File: config.mk
export PLATFORM = sky130hd
export DESIGN_NAME = seq_ram_loader
export DESIGN_NICKNAME = d
export VERILOG_FILES = /design/src/rtl/nw_pkg.sv /design/src/rtl/nt_encoder.sv /design/src/rtl/seq_ram_loader.sv
export SDC_FILE = /design/constraint.sdc
export NUM_CORES = 1
export LEC_CHECK = 0
export BUFFER_PORTS_ARGS = -buffer_cell sky130_fd_sc_hd__buf_2
export CAP_MARGIN = 20
export CELL_PAD_IN_SITES_DETAIL_PLACEMENT = 2
export CELL_PAD_IN_SITES_GLOBAL_PLACEMENT = 2
export CORE_AREA = 2 2 82 84
export DETAILED_ROUTE_END_ITERATION = 10
export DIE_AREA = 0 0 84 86
export PLACE_DENSITY = 0.76
export SLEW_MARGIN = 20
export SYNTH_ARGS = -nofsm -noshare
export SYNTH_HDL_FRONTEND = slang
export SYNTH_SLANG_ARGS = --single-unit
export TNS_END_PERCENT = 20
File: constraint.sdc
create_clock -name clk -period 1.8 [get_ports clk]
set_input_delay 0.09 -clock clk [delete_from_list [all_inputs] [get_ports clk]]
set_output_delay 0.09 -clock clk [all_outputs]
set_load 0.01 [all_outputs]
File: src/rtl/nw_pkg.sv
// Constants shared by the sequence loaders, the RAM_A/RAM_B readers and the NW core.
// This package must stay in sync with every reader of the sequence RAMs.
package nw_pkg;

    localparam logic [2:0] NT_G = 3'b001;
    localparam logic [2:0] NT_C = 3'b110;
    localparam logic [2:0] NT_A = 3'b100;
    localparam logic [2:0] NT_T = 3'b011;

    localparam logic [7:0] CH_UA = 8'h41;
    localparam logic [7:0] CH_UC = 8'h43;
    localparam logic [7:0] CH_UG = 8'h47;
    localparam logic [7:0] CH_UT = 8'h54;
    localparam logic [7:0] CH_LA = 8'h61;
    localparam logic [7:0] CH_LC = 8'h63;
    localparam logic [7:0] CH_LG = 8'h67;
    localparam logic [7:0] CH_LT = 8'h74;
    localparam logic [7:0] CH_TERM = 8'h0A;

    typedef enum logic [1:0] {
        ST_IDLE,
        ST_LOAD,
        ST_DONE,
        ST_ERR
    } load_state_t;

endpackage

File: src/rtl/nt_encoder.sv
// Combinational ASCII-to-nucleotide encoder for the sequence loader.
// The terminator wins over any letter so a TERM override can never alias a nucleotide.
module nt_encoder
    import nw_pkg::*;
#(
    parameter logic [2:0] G    = NT_G,
    parameter logic [2:0] C    = NT_C,
    parameter logic [2:0] A    = NT_A,
    parameter logic [2:0] T    = NT_T,
    parameter logic [7:0] TERM = CH_TERM
) (
    input  logic [7:0] char_in,
    output logic [2:0] code,
    output logic       is_nt,
    output logic       is_term
);

    always_comb begin
        code    = '0;
        is_nt   = 1'b0;
        is_term = 1'b0;
        if (char_in == TERM) begin
            is_term = 1'b1;
        end else begin
            case (char_in)
                CH_UA, CH_LA: begin code = A; is_nt = 1'b1; end
                CH_UC, CH_LC: begin code = C; is_nt = 1'b1; end
                CH_UG, CH_LG: begin code = G; is_nt = 1'b1; end
                CH_UT, CH_LT: begin code = T; is_nt = 1'b1; end
                default: ;
            endcase
        end
    end

endmodule

File: src/rtl/seq_ram_loader.sv
// Streams ASCII nucleotides into a sequence RAM from address 0 over a valid/ready handshake,
// reporting the loaded length and a sticky done/err status.
module seq_ram_loader
    import nw_pkg::*;
#(
    parameter int         N    = 128,
    parameter int         Bit  = $clog2(N + 1),
    parameter logic [2:0] G    = NT_G,
    parameter logic [2:0] C    = NT_C,
    parameter logic [2:0] A    = NT_A,
    parameter logic [2:0] T    = NT_T,
    parameter logic [7:0] TERM = CH_TERM
) (
    input  logic         clk,
    input  logic         rst,
    input  logic         start,
    input  logic [7:0]   char_in,
    input  logic         char_valid,
    output logic         char_ready,
    output logic         en_din,
    output logic         we,
    output logic [Bit:0] addr_din,
    output logic [2:0]   din,
    output logic [Bit:0] len,
    output logic         done,
    output logic         err
);

    localparam logic [Bit:0] FULL_CNT = (Bit + 1)'(N);

    load_state_t  state, next_state;
    logic [Bit:0] count;
    logic [2:0]   code;
    logic         is_nt, is_term;
    logic         clear, wr_ok, fin_ok, fin_err;

    nt_encoder #(
        .G    (G),
        .C    (C),
        .A    (A),
        .T    (T),
        .TERM (TERM)
    ) u_enc (
        .char_in (char_in),
        .code    (code),
        .is_nt   (is_nt),
        .is_term (is_term)
    );

    assign char_ready = (state == ST_LOAD);
    assign we         = en_din;

    always_ff @(posedge clk) begin
        if (!rst) state <= ST_IDLE;
        else      state <= next_state;
    end

    always_comb begin
        next_state = state;
        clear      = 1'b0;
        wr_ok      = 1'b0;
        fin_ok     = 1'b0;
        fin_err    = 1'b0;
        case (state)
            ST_LOAD: begin
                if (char_valid) begin
                    if (is_term) begin
                        fin_ok     = 1'b1;
                        next_state = ST_DONE;
                    end else if (is_nt && count != FULL_CNT) begin
                        wr_ok = 1'b1;
                    end else begin
                        // Bad character or RAM already full: abort without writing.
                        fin_err    = 1'b1;
                        next_state = ST_ERR;
                    end
                end
            end
            default: begin
                if (start) begin
                    clear      = 1'b1;
                    next_state = ST_LOAD;
                end
            end
        endcase
    end

    always_ff @(posedge clk) begin
        if (!rst) begin
            count    <= '0;
            len      <= '0;
            done     <= 1'b0;
            err      <= 1'b0;
            en_din   <= 1'b0;
            addr_din <= '0;
            din      <= '0;
        end else begin
            en_din <= 1'b0;
            if (clear) begin
                count <= '0;
                len   <= '0;
                done  <= 1'b0;
                err   <= 1'b0;
            end
            if (wr_ok) begin
                en_din   <= 1'b1;
                addr_din <= count;
                din      <= code;
                count    <= count + 1'b1;
            end
            if (fin_ok) begin
                len  <= count;
                done <= 1'b1;
            end
            if (fin_err) begin
                len <= count;
                err <= 1'b1;
            end
        end
    end

endmodule
==> impl_metrics.toml, run 1 <==
[run_status]
status = "finished with violations"
violations = "setup timing"

[setup_path]
crit_type = "flop to flop"
crit_top_cell = "buf_6"
worst-path-max-fanout = 7
r2r-start = "count[0]"
end_kind = "flop"
worst_setup_path_start_kind = "flop"
worstPathArrival_ps = 2030
critPathBufInv = 3
path_cells = "inv_2 > ha_4 > or4b_4 > buf_6 > o21ai_4 > buf_6 > o41a_1 > a311oi_1"
worst_r2r_path_depth = 8
required_ps = 1960
path_delay_family = "simple AND/OR/NAND/NOR gates"
reg2reg_slack_ps = -70
max_stage_delay_ps = 470
worstReg2RegEnd = "count[6]"
crit_path_top_delay_cell = "or4b_4"

[clock_tree]
worstSkewPairLatency_ps = 300
ctsHoldBuffers = 0
clockRootBuffer = "clkbuf_8"
h-tree-depth = 2
clk_pin_slew_worst_paths_ps = 70
cts_tree = "yes"
cts_sinks = 35
cts_made_buffers = 5
clk_path_buf_depth = 2

[yosys]
synth-async-reset-ratio_pct = 0
syn_nets = 214
synth_area_leaders = "dfxtp_1, mux2i_1, nand4_1"
yosysMostFrequentCell = "dfxtp_1"
synth_top_cell_area_share_pct = 39.6
synthCells = 200
synth_top_area_cell = "dfxtp_1"
synth_common_cells = "dfxtp_1, nand2_1, nand4_1, a21oi_1, o31ai_1"
synth-seq-cells = 35
yosys_warnings = 0
seq_area_frac_synth_pct = 39.6
synth.distinct_cells = 45
synthFlopType = "dfxtp_1"
synth_edf_count = 0
syn-cell-area_um2 = 1770
syn_avg_cell_area_um2 = 8.84

[power_and_ir_drop]
ir_drop_mv = 0.265
power_density_nw_per_um2 = 645
p_total_uw = 1510
leakage_uw = 0.000901

[cells_and_area]
multi_input_area_um2 = 1000
seq_area_um2 = 703
final_layout_size_suffix_gt1_share_pct = 36.1
finish.utilization_pct = 37.4
nNetsFinal = 270
fin_area_um2 = 2340
area_growth_syn_to_layout_pct = 32.6
fillers = 715
antenna_cells = 0

[min_path]
hold_start = "start"
worstHoldPathCells = 2
whs_endpoint = "state[0]"
hp-class = "input pin to flop"

[global_routing]
grt_pass1_vias = 1954
grt_max_degree = 16
grt_first_pass_wirelength_um = 9920
antenna_found_initial = 0
grt_overflow = 0
grt_use_total_pct = 17.3

[timing]
fin_crit_sh_pct = 104
rsz0062_at_grt = "yes"
slew_viol_final = 0
finalCriticalPeriod_ps = 1870
fmax_ghz = 0.536
tightest_slew_ps = 463
tns_ps = -665
clock_skew_ps = 7.50
finalHoldViolCount = 0
postLayoutSetupSlackWorst_ps = -67.0
setup_viol = 25
slew_headroom_pct = 69.1

[route]
viasPerCell = 5.40
wire_per_inst_um = 18.2
drtIter0Drc = 142
drt_pre_antenna_iters = 4
wl_um = 6030
remaining_drc_errors = 0
num_vias = 1793
ant_nets = 0

[die]
die_h_um = 86
row_count = 29
core_region_area_um2 = 6280
floorplan.io_pins = 38
dieWidth_um = 84
fp.dieArea_um2 = 7220
initial_utilization_pct = 28.2

[placed_design]
io_buffers = 37
place_area_um2 = 2180
detailed_place_hpwl_um = 4270
globalplace.congestion = 0.823

[job]
cap_violations = 0
## worst reg2reg max path: cells and delay by family, from the launching register on
family          cells  cell delay, ps
compound gates      3             430
fa+ha+maj           1             120
buf+inv             3             380
flops               1             330
simple gates        1             470
## worst max path at each step
stage | cells after the start | slack [ps] | from | endpoint
after floorplan | 8 | 9 | count[0] | count[3]
after global placement | 7 | -20 | count[0] | count[6]
after detailed placement | 7 | -120 | count[0] | count[5]
after CTS | 8 | -70 | count[0] | len[0]
after global routing | 8 | -160 | count[0] | count[6]
final | 8 | -70 | count[0] | count[6]
## per-stage QoR
step,std cells,worst slack [ps],hold WS [ps]
6_report,332,-67.0,129
5_1_grt,332,-158,133
4_1_cts,333,-71.9,123
3_5_place_dp,323,-116,429
3_3_place_gp,323,-15.0,420
2_1_floorplan,200,8.56,275
## routing by layer
metal | share of wire (%) | routed length (µm) | global-route usage, % | up-vias
met4 | 1.1 | 64 | 4.99 | 0
met3 | 3.9 | 235 | 4.04 | 6
li1 | - | - | - | 861
met5 | 0 | 0 | 0 | -
met1 | 43 | 2580 | 20.7 | 891
met2 | 52 | 3150 | 30.8 | 35
## what timing repair did
action	CTS	global route
setup endpoints to repair	32	32
pin swaps	17	13
resized for setup	12	10
gates cloned	1	0
buffers inserted	3	1
## state kept, by name, indices dropped and copies added, names as in the netlist
name / cells
din: 3
count: 9
state: 2
addr_din: 9
done: 1
en_din: 1
len: 9
err: 1
## layout make-up
cell class | count | share of cell area [%]
flip-flops and latches | 35 | 30.0
well taps | 77 | 4.11
clock buffers | 6 | 3.09
inverters | 6 | 0.961
repair buffers | 67 | 19.2
multi-input cells | 141 | 42.7
## cells in the final DEF, fill, tap and decap left out, types with 3 or more instances in the layout
master    count
dfxtp_1      33
nand2b_1      4
o31ai_1      12
nor2b_1       4
a21oi_1      15
buf_4        22
buf_6         7
or2_2         3
nand3_1       5
nand2_1      27
mux2i_1      11
nor3_1        3
buf_2        37
clkbuf_8      5
inv_1         4
nand4_1      17
## power by group
part	switching, µW	internal [µW]
clock network	285	258
registers	2.18	778
logic	118	69.5
## cells by family after synthesis
family / Yosys count / share of synthesized area (%)
adder cells (fa/ha/maj): 2 / 1.42
buffers and inverters: 24 / 6.65
AND/OR/NAND/NOR: 79 / 25.6
AO/OA/AOI/OAI: 49 / 20.5
multiplexers: 11 / 6.23
flip-flops: 35 / 39.6
Note: power is estimated with default switching activity, not from simulation.
==> run 2: changes to the inputs <==
--- a/config.mk
+++ b/config.mk
@@ -6,13 +6,13 @@
 export NUM_CORES = 1
 export LEC_CHECK = 0
 export BUFFER_PORTS_ARGS = -buffer_cell sky130_fd_sc_hd__buf_2
-export CAP_MARGIN = 20
+export CAP_MARGIN = 5
 export CELL_PAD_IN_SITES_DETAIL_PLACEMENT = 2
 export CELL_PAD_IN_SITES_GLOBAL_PLACEMENT = 2
-export CORE_AREA = 2 2 82 84
+export CORE_AREA = 2 2 76 78
 export DETAILED_ROUTE_END_ITERATION = 10
-export DIE_AREA = 0 0 84 86
-export PLACE_DENSITY = 0.76
+export DIE_AREA = 0 0 78 80
+export PLACE_DENSITY = 0.83
 export SLEW_MARGIN = 20
 export SYNTH_ARGS = -nofsm -noshare
 export SYNTH_HDL_FRONTEND = slang
==> constraint.sdc (replaced) <==
create_clock -name clk -period 2.25 [get_ports clk]
set_input_delay 0.1125 -clock clk [delete_from_list [all_inputs] [get_ports clk]]
set_output_delay 0.1125 -clock clk [all_outputs]
set_load 0.01 [all_outputs]
==> run 2 against run 1 <==
  * The flow now finishes without violations
  * Non-clock buffer count fell by 14
  * Sequential power fell by 20%
  * First-iteration DRC count fell by 23%
  * Sequential share of layout area rose by 2.3 points
  * Highest routed layer unchanged
==> impl_metrics.toml, run 2 (synthesized netlist as in run 1, its figures left out) <==
[placed_design]
globalplace.congestion = 0.815
io_buffers = 37
pre_cts_ws_ps = 167
detailed_place_hpwl_um = 4130

[min_path]
hp-class = "input pin to flop"

[global_routing]
grt_first_pass_wirelength_um = 9880
grt_overflow = 0
grt_pass1_vias = 1880
grt_max_degree = 21
antenna_found_initial = 0
grt_use_total_pct = 20.7

[setup_path]
reg2reg_slack_ps = 120
r2r-start = "count[1]"
end_kind = "flop"
crit_end = "len[3]"
worstPathArrival_ps = 2350
worst-path-max-fanout = 11
worst_setup_path_start_kind = "flop"
crit_path_start = "count[1]"
worstReg2RegEnd = "len[3]"
required_ps = 2470
worst_r2r_path_depth = 7
crit_type = "flop to flop"

[clock_tree]
cts_tree = "yes"
cts_sinks = 35
clk_path_buf_depth = 2
clockRootBuffer = "clkbuf_8"
worstSkewPairLatency_ps = 290
cts_setup_buffers = 0
cts_made_buffers = 5
ctsHoldBuffers = 0
cts_resized = 0
clk_pin_slew_worst_paths_ps = 70
h-tree-depth = 2

[cells_and_area]
nNetsFinal = 256
multi_input_area_um2 = 951
fillers = 626
finish.utilization_pct = 40.1
final_cell_mix = "buf_2, dfxtp_1, nand2_1, nand4_1"
area_growth_syn_to_layout_pct = 22.7
final_layout_size_suffix_gt1_share_pct = 29.2
antenna_cells = 0
final_common_cell = "buf_2"
reg_top3 = "addr_din: 9 flops, count: 9 flops, len: 9 flops"
seq_area_um2 = 701

[route]
drt_pre_antenna_iters = 4
ant_nets = 0
wire_per_inst_um = 19.0
remaining_drc_errors = 0
drtIter0Drc = 109
viasPerCell = 5.63
wl_um = 5980
num_vias = 1773

[timing]
finalCriticalPeriod_ps = 2130
tns_ps = 0
fin_crit_sh_pct = 94.5
finalHoldViolCount = 0
slew_headroom_pct = 49.3
setup_viol = 0
clock_skew_ps = 7.24
slew_viol_final = 0
whs_ps = 154
tightest_slew_ps = 761
fmax_ghz = 0.470
rsz0062_at_grt = "no"
postLayoutSetupSlackWorst_ps = 123

[power_and_ir_drop]
power_density_nw_per_um2 = 582
ir_drop_mv = 0.232
p_total_uw = 1260
leakage_uw = 0.000830

[die]
row_count = 27
die_h_um = 80
initial_utilization_pct = 32.7
floorplan.io_pins = 38
dieWidth_um = 78
fp.dieArea_um2 = 6240
core_region_area_um2 = 5410

[job]
cap_violations = 0

[run_status]
status = "complete, no violations"
==> run 2: layout make-up <==
type | instances | share of cell area [%]
Tap cell | 72 | 4.15
Timing Repair Buffer | 53 | 14.1
Multi-Input combinational cell | 141 | 43.8
Inverter | 6 | 1.04
Sequential cell | 35 | 32.3
Clock buffer | 8 | 4.61
==> run 2: critical path: stages, from the launching register on <==
cell     delay, ps
dfxtp_1        380
inv_1          120
ha_1           160
or4b_4         490
o21a_2         310
a21oi_2        140
buf_4          230
mux2i_1        210
==> run 2: per-stage QoR <==
| step | area, µm² | cells |
|---|---|---|
| 6_report | 2170 | 315 |
| 4_1_cts | 2170 | 315 |
| 5_1_grt | 2170 | 315 |
| 3_3_place_gp | 2070 | 307 |
| 2_1_floorplan | 1770 | 200 |
| 3_5_place_dp | 2070 | 307 |
==> run 2: worst min path at each step <==
| stage | startpoint | endpoint | cells past startpoint |
|---|---|---|---|
| 6_report | start | state[0] | 2 |
| 5_1_grt | start | state[0] | 2 |
| 4_1_cts | start | state[0] | 2 |
| 3_5_place_dp | start | state[0] | 2 |
| 3_3_place_gp | start | state[0] | 2 |
| 2_1_floorplan | start | state[0] | 1 |
==> run 2: metal layers <==
metal	part of all wire, %	GRT usage (%)	up-vias
met5	0	0	-
li1	-	-	830
met2	50	36.4	38
met1	43	23.9	890
met3	3.8	4.86	15
met4	3.2	9.47	0
==> run 2: report_power, final <==
group          total (µW)  switching, µW  internal (µW)
combinational         126           87.0           38.9
clock                 513            233            280
sequential            624           1.92            622
total                1260            322            941
